$ cat src/rtl/bt656_timing_extract.sv
// BT.656 timing-reference parser: recovers F/V/H flags, tags active Cb/Y/Cr/Y samples,
// keeps luma/line counters and reports malformed or overrunning timing codes.
module bt656_timing_extract #(
    parameter int LINE_PIXELS = 720,
    parameter int MAX_LINES   = 1023
) (
    input  logic       clk,
    input  logic       rst,
    input  logic       capture,
    input  logic [7:0] din,
    output logic [7:0] pix_data,
    output logic       pix_valid,
    output logic       pix_is_luma,
    output logic [9:0] pix_cnt,
    output logic [9:0] line_cnt,
    output logic       field,
    output logic       vblank,
    output logic       hblank,
    output logic       field_start,
    output logic       line_start,
    output logic       sync_err
);

    localparam logic [10:0] LINE_BYTES = 11'(2 * LINE_PIXELS);
    localparam logic [9:0]  LINE_MAX   = 10'(MAX_LINES);

    typedef enum logic [2:0] {
        ST_HUNT = 3'd0,
        ST_FF   = 3'd1,
        ST_Z1   = 3'd2,
        ST_Z2   = 3'd3,
        ST_XY   = 3'd4
    } state_t;

    state_t      state_q, state_d;
    logic        active_q, active_d;
    logic [10:0] byte_cnt_q, byte_cnt_d;
    logic [7:0]  pix_data_q, pix_data_d;
    logic        pix_valid_q, pix_valid_d;
    logic        pix_is_luma_q, pix_is_luma_d;
    logic [9:0]  pix_cnt_q, pix_cnt_d;
    logic [9:0]  line_cnt_q, line_cnt_d;
    logic        field_q, field_d;
    logic        vblank_q, vblank_d;
    logic        hblank_q, hblank_d;
    logic        field_start_q, field_start_d;
    logic        line_start_q, line_start_d;
    logic        sync_err_q, sync_err_d;

    // XY byte: bit7 set and the four Hamming protection bits consistent with F/V/H.
    function automatic logic xy_ok(input logic [7:0] xy);
        logic f;
        logic v;
        logic h;
        f = xy[6];
        v = xy[5];
        h = xy[4];
        return xy[7] && (xy[3:0] == {v ^ h, f ^ h, f ^ v, f ^ v ^ h});
    endfunction

    // Next-state and output computation for the byte-level parser.
    always_comb begin
        state_d       = state_q;
        active_d      = active_q;
        byte_cnt_d    = byte_cnt_q;
        pix_data_d    = pix_data_q;
        pix_valid_d   = 1'b0;
        pix_is_luma_d = pix_is_luma_q;
        pix_cnt_d     = pix_cnt_q;
        line_cnt_d    = line_cnt_q;
        field_d       = field_q;
        vblank_d      = vblank_q;
        hblank_d      = hblank_q;
        field_start_d = 1'b0;
        line_start_d  = 1'b0;
        sync_err_d    = 1'b0;

        if (!capture) begin
            state_d  = ST_HUNT;
            active_d = 1'b0;
        end else begin
            case (state_q)
                ST_HUNT: begin
                    if (din == 8'hFF) begin
                        // A preamble always terminates any active run, even a legal EAV.
                        state_d  = ST_FF;
                        active_d = 1'b0;
                    end else if (active_q) begin
                        if (byte_cnt_q >= LINE_BYTES) begin
                            sync_err_d = 1'b1;
                            active_d   = 1'b0;
                        end else begin
                            pix_valid_d   = 1'b1;
                            pix_data_d    = din;
                            pix_is_luma_d = byte_cnt_q[0];
                            pix_cnt_d     = byte_cnt_q[10:1];
                            byte_cnt_d    = byte_cnt_q + 11'd1;
                        end
                    end else begin
                        state_d = ST_HUNT;
                    end
                end
                ST_FF: begin
                    if (din == 8'h00) begin
                        state_d = ST_Z1;
                    end else begin
                        state_d    = ST_HUNT;
                        sync_err_d = 1'b1;
                    end
                end
                ST_Z1: begin
                    if (din == 8'h00) begin
                        state_d = ST_Z2;
                    end else begin
                        state_d    = ST_HUNT;
                        sync_err_d = 1'b1;
                    end
                end
                ST_Z2: begin
                    state_d = ST_HUNT;
                    if (!xy_ok(din)) begin
                        sync_err_d = 1'b1;
                    end else begin
                        field_d  = din[6];
                        vblank_d = din[5];
                        hblank_d = din[4];
                        if (!din[4] && !din[5]) begin
                            active_d     = 1'b1;
                            byte_cnt_d   = 11'd0;
                            line_start_d = 1'b1;
                            // Previous code in vertical blanking means this is line 0 of a field.
                            if (vblank_q) begin
                                field_start_d = 1'b1;
                                line_cnt_d    = 10'd0;
                            end else if (line_cnt_q != LINE_MAX) begin
                                line_cnt_d = line_cnt_q + 10'd1;
                            end else begin
                                line_cnt_d = line_cnt_q;
                            end
                        end else begin
                            active_d = 1'b0;
                        end
                    end
                end
                ST_XY: begin
                    state_d = ST_HUNT;
                end
                default: begin
                    state_d  = ST_HUNT;
                    active_d = 1'b0;
                end
            endcase
        end
    end

    // State and output registers with synchronous reset.
    always_ff @(posedge clk) begin
        if (rst) begin
            state_q       <= ST_HUNT;
            active_q      <= 1'b0;
            byte_cnt_q    <= 11'd0;
            pix_data_q    <= 8'd0;
            pix_valid_q   <= 1'b0;
            pix_is_luma_q <= 1'b0;
            pix_cnt_q     <= 10'd0;
            line_cnt_q    <= 10'd0;
            field_q       <= 1'b0;
            vblank_q      <= 1'b1;
            hblank_q      <= 1'b1;
            field_start_q <= 1'b0;
            line_start_q  <= 1'b0;
            sync_err_q    <= 1'b0;
        end else begin
            state_q       <= state_d;
            active_q      <= active_d;
            byte_cnt_q    <= byte_cnt_d;
            pix_data_q    <= pix_data_d;
            pix_valid_q   <= pix_valid_d;
            pix_is_luma_q <= pix_is_luma_d;
            pix_cnt_q     <= pix_cnt_d;
            line_cnt_q    <= line_cnt_d;
            field_q       <= field_d;
            vblank_q      <= vblank_d;
            hblank_q      <= hblank_d;
            field_start_q <= field_start_d;
            line_start_q  <= line_start_d;
            sync_err_q    <= sync_err_d;
        end
    end

    assign pix_data    = pix_data_q;
    assign pix_valid   = pix_valid_q;
    assign pix_is_luma = pix_is_luma_q;
    assign pix_cnt     = pix_cnt_q;
    assign line_cnt    = line_cnt_q;
    assign field       = field_q;
    assign vblank      = vblank_q;
    assign hblank      = hblank_q;
    assign field_start = field_start_q;
    assign line_start  = line_start_q;
    assign sync_err    = sync_err_q;

endmodule

$ cat config.mk
export PLATFORM = sky130hd
export DESIGN_NAME = bt656_timing_extract
export DESIGN_NICKNAME = d
export VERILOG_FILES = /design/src/rtl/bt656_timing_extract.sv
export SDC_FILE = /design/constraint.sdc
export NUM_CORES = 1
export LEC_CHECK = 0
export CORE_MARGIN = 2
export CORE_UTILIZATION = 45
export DETAILED_ROUTE_END_ITERATION = 6
export PLACE_DENSITY = 0.71
export SYNTH_ARGS = -nofsm -noshare
export SYNTH_HDL_FRONTEND = slang
export SYNTH_SLANG_ARGS = --single-unit
$ cat constraint.sdc
create_clock -name clk -period 3.4 [get_ports clk]
set_input_delay 0.68 -clock clk [delete_from_list [all_inputs] [get_ports clk]]
set_output_delay 0.68 -clock clk [all_outputs]
set_load 0.01 [all_outputs]
After elaboration in Yosys (flattened, before gate mapping)
Cells that the tools add are included.
{"block": "classes", "add_sub_neg": 2, "multipliers": 0, "n_div": 0, "magnitude_cmp": 1, "n_eq_ne": 13, "shift": 0, "mux": 26, "n_bitwise": 12, "reduce_logical": 19}
{"cell": "11-bit 2-to-1 mux", "n": 5}
{"cell": "11-bit one-hot mux with 2 select lines", "n": 1}
{"cell": "10-bit 2-to-1 mux", "n": 2}
{"cell": "11-bit by 1-bit adder with 11-bit output (second input constant)", "n": 1}
{"cell": "11-bit >= comparator (second input constant)", "n": 1}
{"cell": "1-bit 2-to-1 mux", "n": 11}
{"cell": "10-bit by 1-bit adder with 10-bit output (second input constant)", "n": 1}
{"cell": "10-bit != test (second input constant)", "n": 1}
{"cell": "2-bit != test (second input constant)", "n": 5}
{"cell": "5-bit AND reduction", "n": 2}
{"cell": "3-bit one-hot mux with 3 select lines", "n": 1}
{"cell": "8-bit == test (second input constant)", "n": 1}
{"cell": "8-bit logical NOT", "n": 1}
{"cell": "1-bit inverter", "n": 8}
{"cell": "7-bit AND reduction", "n": 1}
{"cell": "3-bit by 2-bit == test with 1-bit output (second input constant)", "n": 2}
{"cell": "3-bit 2-to-1 mux", "n": 2}
{"cell": "1-bit one-hot mux with 3 select lines", "n": 2}
{"cell": "3-bit OR reduction", "n": 2}
{"cell": "5-bit OR reduction", "n": 1}
{"cell": "4-bit == test", "n": 1}
{"cell": "2-bit 2-to-1 mux", "n": 2}
{"cell": "2-bit nonzero test", "n": 2}
{"cell": "2-bit OR reduction", "n": 2}
{"cell": "other kinds (10)", "n": 15}
{"block": "totals", "regBits": 51, "latch_bits": 0, "ram_bits": 0, "romBits": 0, "inputBits": 11, "out_inout_bits": 36, "elab_cells": 87, "memories": 0}

Longest topological paths before layout
Gate-level depths: netlist of the first run.
{"block": "logic_depth", "ltp_word": 6, "mapped_depth": 9, "mapped_depth_nobuf": 8}

Least setup slack after synthesis of the first run
Ideal clock, no wire load.
{"block": "synth_timing", "kind": "input to register", "from": "input port din[4]", "to": "register line_cnt_q[7] (netlist: line_cnt[7])", "setup_ps": 133, "arrival_time_ps": 2237, "t_required_ps": 3267, "slack_ps": 1031, "cell_stages": 9, "n_path_buf": 1, "cell_sequence": "inv_1 > ha_1 > xnor2_1 > and4_1 > o2111ai_1 > clkbuf_1 > nor3_1 > xnor2_1 > nor2_1"}
{"block": "synth_via", "elab_chain_cells": 4, "word_cells_on_any_way": 8, "cone_classes": "eq/ne (1); bitwise (3); reduce/logical (4)"}
{"item": "start: declaration", "line": "10", "rtl": "input logic [7:0] din,"}
{"item": "1-bit XOR", "line": "58", "rtl": "return xy[7] && (xy[3:0] == {v ^ h, f ^ h, f ^ v, f ^ v ^ h});"}
{"item": "4-bit == test", "line": "58"}
{"item": "1-bit logical AND", "line": "58"}
{"item": "5-bit AND reduction (no line) (*)"}
{"item": "end signal: assignment", "line": "181", "rtl": "line_cnt_q <= line_cnt_d;"}
{"item": "end: declaration", "line": "42", "rtl": "logic [9:0] line_cnt_q, line_cnt_d;"}
Every way passes the cells marked *; elsewhere a longest branch is shown, timed or not.
A chain may end at the register's enable or synchronous reset.

Worst setup path after layout of the first run
{"block": "layout_timing", "from": "input port din[4]", "to": "register byte_cnt_q[10]"}
{"block": "layout_via", "elab_chain_cells": 5, "word_cells_on_any_way": 12, "cone_classes": "eq/ne (5); bitwise (3); reduce/logical (4)"}
{"item": "1-bit XOR", "line": "58"}
{"item": "4-bit == test", "line": "58"}
{"item": "1-bit logical AND", "line": "58"}
{"item": "2-bit != test (no line)"}
{"item": "7-bit AND reduction (no line) (*)"}
{"item": "end signal: assignment", "line": "176", "rtl": "byte_cnt_q <= byte_cnt_d;"}
{"item": "end: declaration", "line": "37", "rtl": "logic [10:0] byte_cnt_q, byte_cnt_d;"}
Marks and branches as above.

==> key figures, run 1 <==
Worst setup path
  • CP Max Fanout: 17
  • CP Class: primary input to flop
  • R2R Path End: byte_cnt_q[10]
  • Crit. End Element: flop
  • Slowest Stage Delay on Critical Path: 550 ps
  • Slowest cell on the critical path: or4_1
  • Worst Path Required: 3640 ps
  • Critical Path AT: 3090 ps
  • Reg2reg start: state_q[1]
  • CP endpoint: byte_cnt_q[10]
  • Register-to-register setup slack: 1020 ps
  • Crit path from: din[4]
  • Worst Setup Start Kind: primary input
  • Worst r2r path cells: 7
  • Worst-path cell chain: clkdlybuf4s50_1 > buf_4 > ha_1 > nand4_1 > o211a_1 > o2111ai_1 > a21o_1 > or4_1 > a21oi_1

Clocking
  • Maximum root-to-sink buffer count: 2
  • CTS Hold Bufs: 0
  • CTS tree: yes
  • Post-CTS sizing: 0
  • CTS clk-pin slew, worst paths: ~90 ps
  • Clock latency on the worst-skew pair: around 310 ps
  • # Post-CTS Setup Buffers: 0
  • Clock root cell: clkbuf_8
  • Sink Count: 50
  • Inserted Clock Buffers: 5
  • CTS H-tree lvls: 2

Synth
  • Syn Std Cell Area: 2306 sq um
  • Area share of the largest cell type after synthesis: a little over two fifths
  • Post-synth EDFFs: 0
  • Number of synthesized register bits: 50
  • Yosys top cell by area: dfxtp_1
  • Yosys warns: 0
  • Synth Flop Type: dfxtp_1
  • Register area share after synthesis: about 43%
  • Most area-consuming cells after synthesis: dfxtp_1 43%, nand2_1 8.5%, a21oi_1 7.4%
  • Async SR Flop Fraction: 0%
  • Syn Area/Cell: roughly 8 sq um
  • Distinct cells, synth: 38
  • Cells after Synth: 287
  • Synthesized Nets: 307

Timing
  • Clock Skews: ~15 ps
  • Final setup fails: 0
  • Tcrit/Tclk final: approximately 84%
  • Min Hold Slack: 455.0 ps
  • Unrepaired setup endpoints after global routing: no
  • Slew headroom: 60.17%
  • Setup TNS Final: 0 ps
  • Fin. Hold Viols: 0
  • Max Clk Rate: 0.3509 GHz
  • Min Tclk post-route: 2850 ps
  • Slew Viols, Final: 0
  • Worst slew pin tran: 591.2 ps

Power
  • Max VDD drop: 0.2392 mV
  • Power density over the cells: 328.6 nW/um^2
  • Leak pwr: 0.9783 nW
  • Overall power: 0.9714 mW

Die
  • Die Span X: ~76 um
  • Initial Utilization: 46.03%
  • Die H: 75.59 um
  • FP Rows: 26
  • Die area: 5713 sq um
  • I/O Pins: 47
  • Core Footprint: around 5000 sq um

Finish
  • Area grow syn2layout: 28.22%
  • Layout Nets: around 360
  • N_diodes: 0
  • Layout cells sized above 1: 5.621%

Detailed routing
  • DR vias: roughly 2200
  • Post-route DRC: 0
  • WL final: 5314 um
  • Number of DRC markers in iteration 0: 111
  • Routed len/inst: 13.02 um
  • Post-route ant nets: 0
  • 1st-pass router iterations: 5
  • Vias per cell: 5.287

Global route
  • GRT Util Overall: roughly a fifth
  • First-pass GRT wire length: ~8600 um
  • Initial antenna violation count: 0
  • Largest net degree at the start of global routing: 30
  • Grt ovf: 0
  • Vias in the first global route: 1843

Outcome
  • Outcome: finished clean

Place
  • Routability congestion estimate: around 0.81
  • Post-detail-place hpwl: approximately 3800 um
  • IO buf count: 46

Flow run
  • Max-Cap Viols: 0

Hold path
  • Worst min path class: flop to flop
## cell usage after synthesis, types with 2 or more instances
| cell | count |
|---|---|
| inv_1 | 15 |
| nand3_1 | 10 |
| and3_1 | 2 |
| nand2_1 | 52 |
| clkbuf_1 | 9 |
| mux2i_1 | 2 |
| xnor2_1 | 8 |
| a31oi_1 | 2 |
| o21ai_0 | 10 |
| nor4b_1 | 2 |
| o2111ai_1 | 2 |
| o211a_1 | 2 |
| nor4_1 | 3 |
| ha_1 | 9 |
| nor3_1 | 10 |
| a21oi_1 | 34 |
| or3_1 | 3 |
| or4_1 | 6 |
| nor2_1 | 27 |
| o31ai_1 | 4 |
| a32oi_1 | 3 |
| buf_2 | 2 |
| nand4_1 | 4 |
| xor2_1 | 3 |
| dfxtp_1 | 50 |
## cell families after synthesis
| group | after synthesis | synth area share, % |
|---|---|---|
| AO/OA/AOI/OAI | 65 | 17.58 |
| XOR/XNOR | 11 | 4.178 |
| AND/OR/NAND/NOR | 124 | 24.74 |
| adder cells (fa/ha/maj) | 9 | 4.883 |
| flip-flops | 50 | 43.41 |
| multiplexers | 2 | 0.8682 |
| buffers and inverters | 26 | 4.340 |
## per-layer routing
metal | up-vias | global-route usage, % | wire length, um
met2 | 44 | 30.05 | 2410
met1 | 1005 | 27.28 | 2605
li1 | 1100 | - | -
met5 | - | 0 | 0
met4 | 0 | 5.848 | 86
met3 | 8 | 4.101 | 211
## worst max-delay path, delay by kind of cell
family	cells	cell delay [ps]
adder cells (fa/ha/maj)	1	190
AO/OA/AOI/OAI	4	970
buffers and inverters	2	580
AND/OR/NAND/NOR	2	660
## worst min path at each step
stage,start,endpoint,slack [ps],cells after the start
6_report,pix_data[5],pix_data[5],450,2
2_1_floorplan,byte_cnt_q[10],byte_cnt_q[10],460,2
3_3_place_gp,pix_data[5],pix_data[5],440,2
4_1_cts,pix_data[5],pix_data[5],460,2
3_5_place_dp,pix_data[5],pix_data[5],450,2
5_1_grt,pix_data[1],pix_data[1],480,2
## registers in the layout, summed over array words and instances (netlist names), 2 cells and up
signal      cells
byte_cnt_q     11
line_cnt       10
pix_data        8
state_q         2
pix_cnt        10
## cell type report
type | instances | area (sq um)
Clock buffer | 6 | 72.57
Clock inverter | 2 | 13.76
Fill cell | 495 | 2053
Inverter | 15 | 56.30
Multi-Input combinational cell | 211 | 1205
Sequential cell | 50 | 1001
Tap cell | 70 | 87.58
Timing Repair Buffer | 54 | 520.5
## metrics by stage
| step | cell area (sq um) | utilization, % | setup slack (ps) | std cells |
|---|---|---|---|---|
| 2_1_floorplan | 2306 | - | 1031 | 287 |
| 3_3_place_gp | 2870 | 57.29 | 270.4 | 400 |
| 3_5_place_dp | 2870 | 57.29 | 242.2 | 400 |
| 4_1_cts | 2957 | 59.02 | 550.6 | 408 |
| 5_1_grt | 2957 | 59.02 | 365.6 | 408 |
| 6_report | 2957 | 59.02 | 550.5 | 408 |
## cell usage in the layout, fill, tap and decap left out, types with 2 or more instances in the layout
master and instances:
o21ai_0 10, a21oi_1 34, nand4_1 4, or3_1 3, dfxtp_1 50, nand2_1 52
nor4_1 3, inv_1 15, o2111ai_1 2, xor2_1 3, a32oi_1 3, buf_4 8
nor3_1 10, mux2i_1 2, clkdlybuf4s50_1 46, ha_1 9, o31ai_1 4, a31oi_1 2
or4_1 6, xnor2_1 8, clkbuf_8 5, nor2_1 27, and3_1 2, nand3_1 10
nor4b_1 2, o211a_1 2
## power breakdown
group | switching, mW | internal (mW) | leakage [nW] | total [mW]
clock network | 0.190 | 0.145 | 0.0452 | 0.336
registers | 0.0000268 | 0.585 | 0.403 | 0.585
logic | 0.0297 | 0.0211 | 0.531 | 0.0507
total | 0.220 | 0.751 | 0.978 | 0.971
No activity file was read; power rests on OpenSTA's default activity.
==> inputs of run 2 (changes only) <==
==> constraint.sdc (replaced) <==
create_clock -name clk -period 2.92 [get_ports clk]
set_input_delay 0.584 -clock clk [delete_from_list [all_inputs] [get_ports clk]]
set_output_delay 0.584 -clock clk [all_outputs]
set_load 0.01 [all_outputs]
==> run 2 against run 1 <==
- sequential power rose by 16%
- register-to-register slack worse by 260 ps
- total power rose by 27%
- clock skew down 8.4 ps
- critical endpoint is now byte_cnt_q[6]
- core utilization rose by 1.8 points
- setup slack lost 270 ps
- hold slack gained 1.9 ps
- non-clock buffer count grew 9
- clock power up 45%
- flip-flop and latch count is the same
- largest power group unchanged
==> key figures, run 2 (same netlist as run 1, synthesis figures left out) <==
Timing
  • Final setup fails: 0 (unchanged)
  • Slew headroom: 50.90% (was 60.17%)
  • Worst slew pin tran: 736.6 ps (was 591.2 ps)
  • Slew Viols, Final: 0 (unchanged)
  • Fin. Hold Viols: 0 (unchanged)
  • Tcrit/Tclk final: 90.30%
  • Clock Skews: 6.427 ps (was 14.78 ps)
  • Setup TNS Final: 0 ps (unchanged)
  • Unrepaired setup endpoints after global routing: no (unchanged)
  • Min Tclk post-route: 2637 ps
  • Max Clk Rate: 0.3793 GHz
  • Final WS setup: 283.2 ps (was 550.5 ps)

Finish
  • Layout cells sized above 1: 8.069% (was 5.621%)
  • N_diodes: 0 (unchanged)
  • Commonest non-fill, non-tap cell in the layout: nand2_1 (unchanged)
  • Most flop-heavy register: byte_cnt_q (unchanged)
  • Finished Core Util: 60.84% (was 59.02%)
  • Commonest non-fill, non-tap cells in the layout: 52 x nand2_1, 50 x dfxtp_1, 46 x clkdlybuf4s50_1, 34 x a21oi_1, 27 x nor2_1 (unchanged)
  • Number of flip-flops in the largest register: 11 (unchanged)
  • Area grow syn2layout: 32.18% (was 28.22%)
  • Layout Nets: 366 (was 357)
  • Post-Layout Cell Count: 417 (was 408)

Place
  • DP Worst Slack: -26.75 ps (was 242.2 ps)
  • IO buf count: 46 (unchanged)
  • Inst Count DP: 409 (was 400)
  • Routability congestion estimate: 0.8650 (was 0.8143)
  • Post-detail-place hpwl: 3999 um (was 3796 um)

Die
  • I/O Pins: 47 (unchanged)
  • Initial Utilization: 46.03% (unchanged)
  • Die area: 5713 sq um (unchanged)
  • Die Span X: 75.59 um (unchanged)
  • FP Rows: 26 (unchanged)
  • Core Footprint: 5010 sq um (unchanged)
  • Die H: 75.59 um (unchanged)

Clocking
  • # Post-CTS Setup Buffers: 0 (unchanged)
  • Clock root cell: clkbuf_8 (unchanged)
  • CTS clk-pin slew, worst paths: 90 ps (about the same)
  • CTS tree: yes (unchanged)
  • Sink Count: 50 (unchanged)
  • Inserted Clock Buffers: 5 (unchanged)
  • Post-CTS sizing: 0 (unchanged)
  • Clock latency on the worst-skew pair: 310 ps (about the same)
  • CTS H-tree lvls: 2 (unchanged)
  • Maximum root-to-sink buffer count: 2 (unchanged)
  • CTS Hold Bufs: 0 (unchanged)

Worst setup path
  • Reg2reg start: byte_cnt_q[5] (was state_q[1])
  • Register-to-register setup slack: 760 ps (was 1020 ps)
  • Worst r2r path cells: 6 (was 7)
  • Worst Setup Start Kind: primary input (unchanged)
  • CP Max Fanout: 11 (was 17)
  • R2R Path End: byte_cnt_q[8] (was byte_cnt_q[10])
  • Worst Path Required: 3160 ps (was 3640 ps)
  • CP Class: primary input to flop (unchanged)
  • Critical Path AT: 2880 ps (was 3090 ps)
  • Crit. End Element: flop (unchanged)

Hold path
  • Hold-critical path depth: 2 (unchanged)
  • Hold Crit Start: pix_data[5] (unchanged)
  • Hold EP: pix_data[5] (unchanged)
  • Worst min path class: flop to flop (unchanged)

Global route
  • Grt ovf: 0 (unchanged)
  • First-pass GRT wire length: 8935 um (was 8562 um)
  • Largest net degree at the start of global routing: 29 (was 30)
  • Initial antenna violation count: 0 (unchanged)
  • GRT Util Overall: 20.55% (was 19.40%)
  • Vias in the first global route: 1943 (was 1843)

Power
  • Max VDD drop: 0.2583 mV (was 0.2392 mV)
  • Overall power: 1.230 mW (was 0.9714 mW)
  • Power density over the cells: 403.4 nW/um^2 (was 328.6 nW/um^2)
  • Leak pwr: 1.027 nW (was 0.9783 nW)

Detailed routing
  • Number of DRC markers in iteration 0: 120 (was 111)
  • Post-route DRC: 0 (unchanged)
  • Routed len/inst: 13.38 um (was 13.02 um)
  • DR vias: 2225 (was 2157)
  • 1st-pass router iterations: 4 (was 5)
  • WL final: 5580 um (was 5314 um)
  • Post-route ant nets: 0 (unchanged)
  • Vias per cell: 5.336 (was 5.287)

Outcome
  • Outcome: finished clean (unchanged)

Flow run
  • Max-Cap Viols: 0 (unchanged)
run 2: cell count changes in the layout (fill, tap and decap cells not counted), sizes merged:
| cell | before | now |
|---|---|---|
| clkinvlp | 0 | 1 |
| buf | 8 | 17 |
| bufinv | 0 | 1 |
| clkinv | 2 | 0 |
run 2: how the worst max path moves through the flow:
| stage | slack (ps) | cells past startpoint | end | startpoint |
|---|---|---|---|---|
| 2_1_floorplan | 650 | 9 | line_cnt[7] | din[4] |
| 3_3_place_gp | -9 | 9 | byte_cnt_q[6] | din[4] |
| 3_5_place_dp | -30 | 8 | byte_cnt_q[8] | din[5] |
| 4_1_cts | 300 | 9 | byte_cnt_q[6] | din[4] |
| 5_1_grt | 120 | 9 | byte_cnt_q[6] | din[4] |
| 6_report | 280 | 9 | byte_cnt_q[6] | din[4] |
run 2: final cells by class:
cell class,count,area (sq um)
multi-input cells,211,1205
inverters,15,56.30
fillers,473,1962
clock inverters,2,37.54
well taps,70,87.58
clock buffers,6,72.57
flip-flops and latches,50,1001
repair buffers,63,588.1
run 2: where the power goes:
group          internal [mW]  switching [mW]
Clock                  0.256           0.230
Sequential             0.681       0.0000344
Combinational         0.0270          0.0355
Total                  0.964           0.266
run 2: routing by layer:
metal | routed length (um) | vias to the layer above | GRT usage (%)
met5 | 0 | - | 0
met4 | 108 | 0 | 7.797
met3 | 233 | 12 | 3.571
met2 | 2570 | 62 | 31.11
met1 | 2668 | 1031 | 29.31
li1 | - | 1120 | -
run 2: worst max-delay path, cell delays in order:
cell and delay [ps]:
clkdlybuf4s50_1 440, buf_4 160, ha_1 190, nand4_1 110
o211a_1 240, o2111ai_1 170, a21o_1 300, or4_1 530
a21oi_1 140
run 2: per-stage QoR:
step	hold slack, ps	instance area [sq um]
2_1_floorplan	460.8	2306
3_3_place_gp	442.7	2938
3_5_place_dp	446.0	2938
4_1_cts	459.2	3048
5_1_grt	475.7	3048
6_report	456.9	3048
==> inputs of run 3 (changes only) <==
--- a/config.mk
+++ b/config.mk
@@ -5,10 +5,12 @@
 export SDC_FILE = /design/constraint.sdc
 export NUM_CORES = 1
 export LEC_CHECK = 0
+export ABC_CLOCK_PERIOD_IN_PS = 2920
 export CORE_MARGIN = 2
 export CORE_UTILIZATION = 45
 export DETAILED_ROUTE_END_ITERATION = 6
 export PLACE_DENSITY = 0.71
+export SLEW_MARGIN = 5
 export SYNTH_ARGS = -nofsm -noshare
 export SYNTH_HDL_FRONTEND = slang
 export SYNTH_SLANG_ARGS = --single-unit
==> results of run 3 <==
No change in the layout: final DEF, timing and power equal those of run 2.
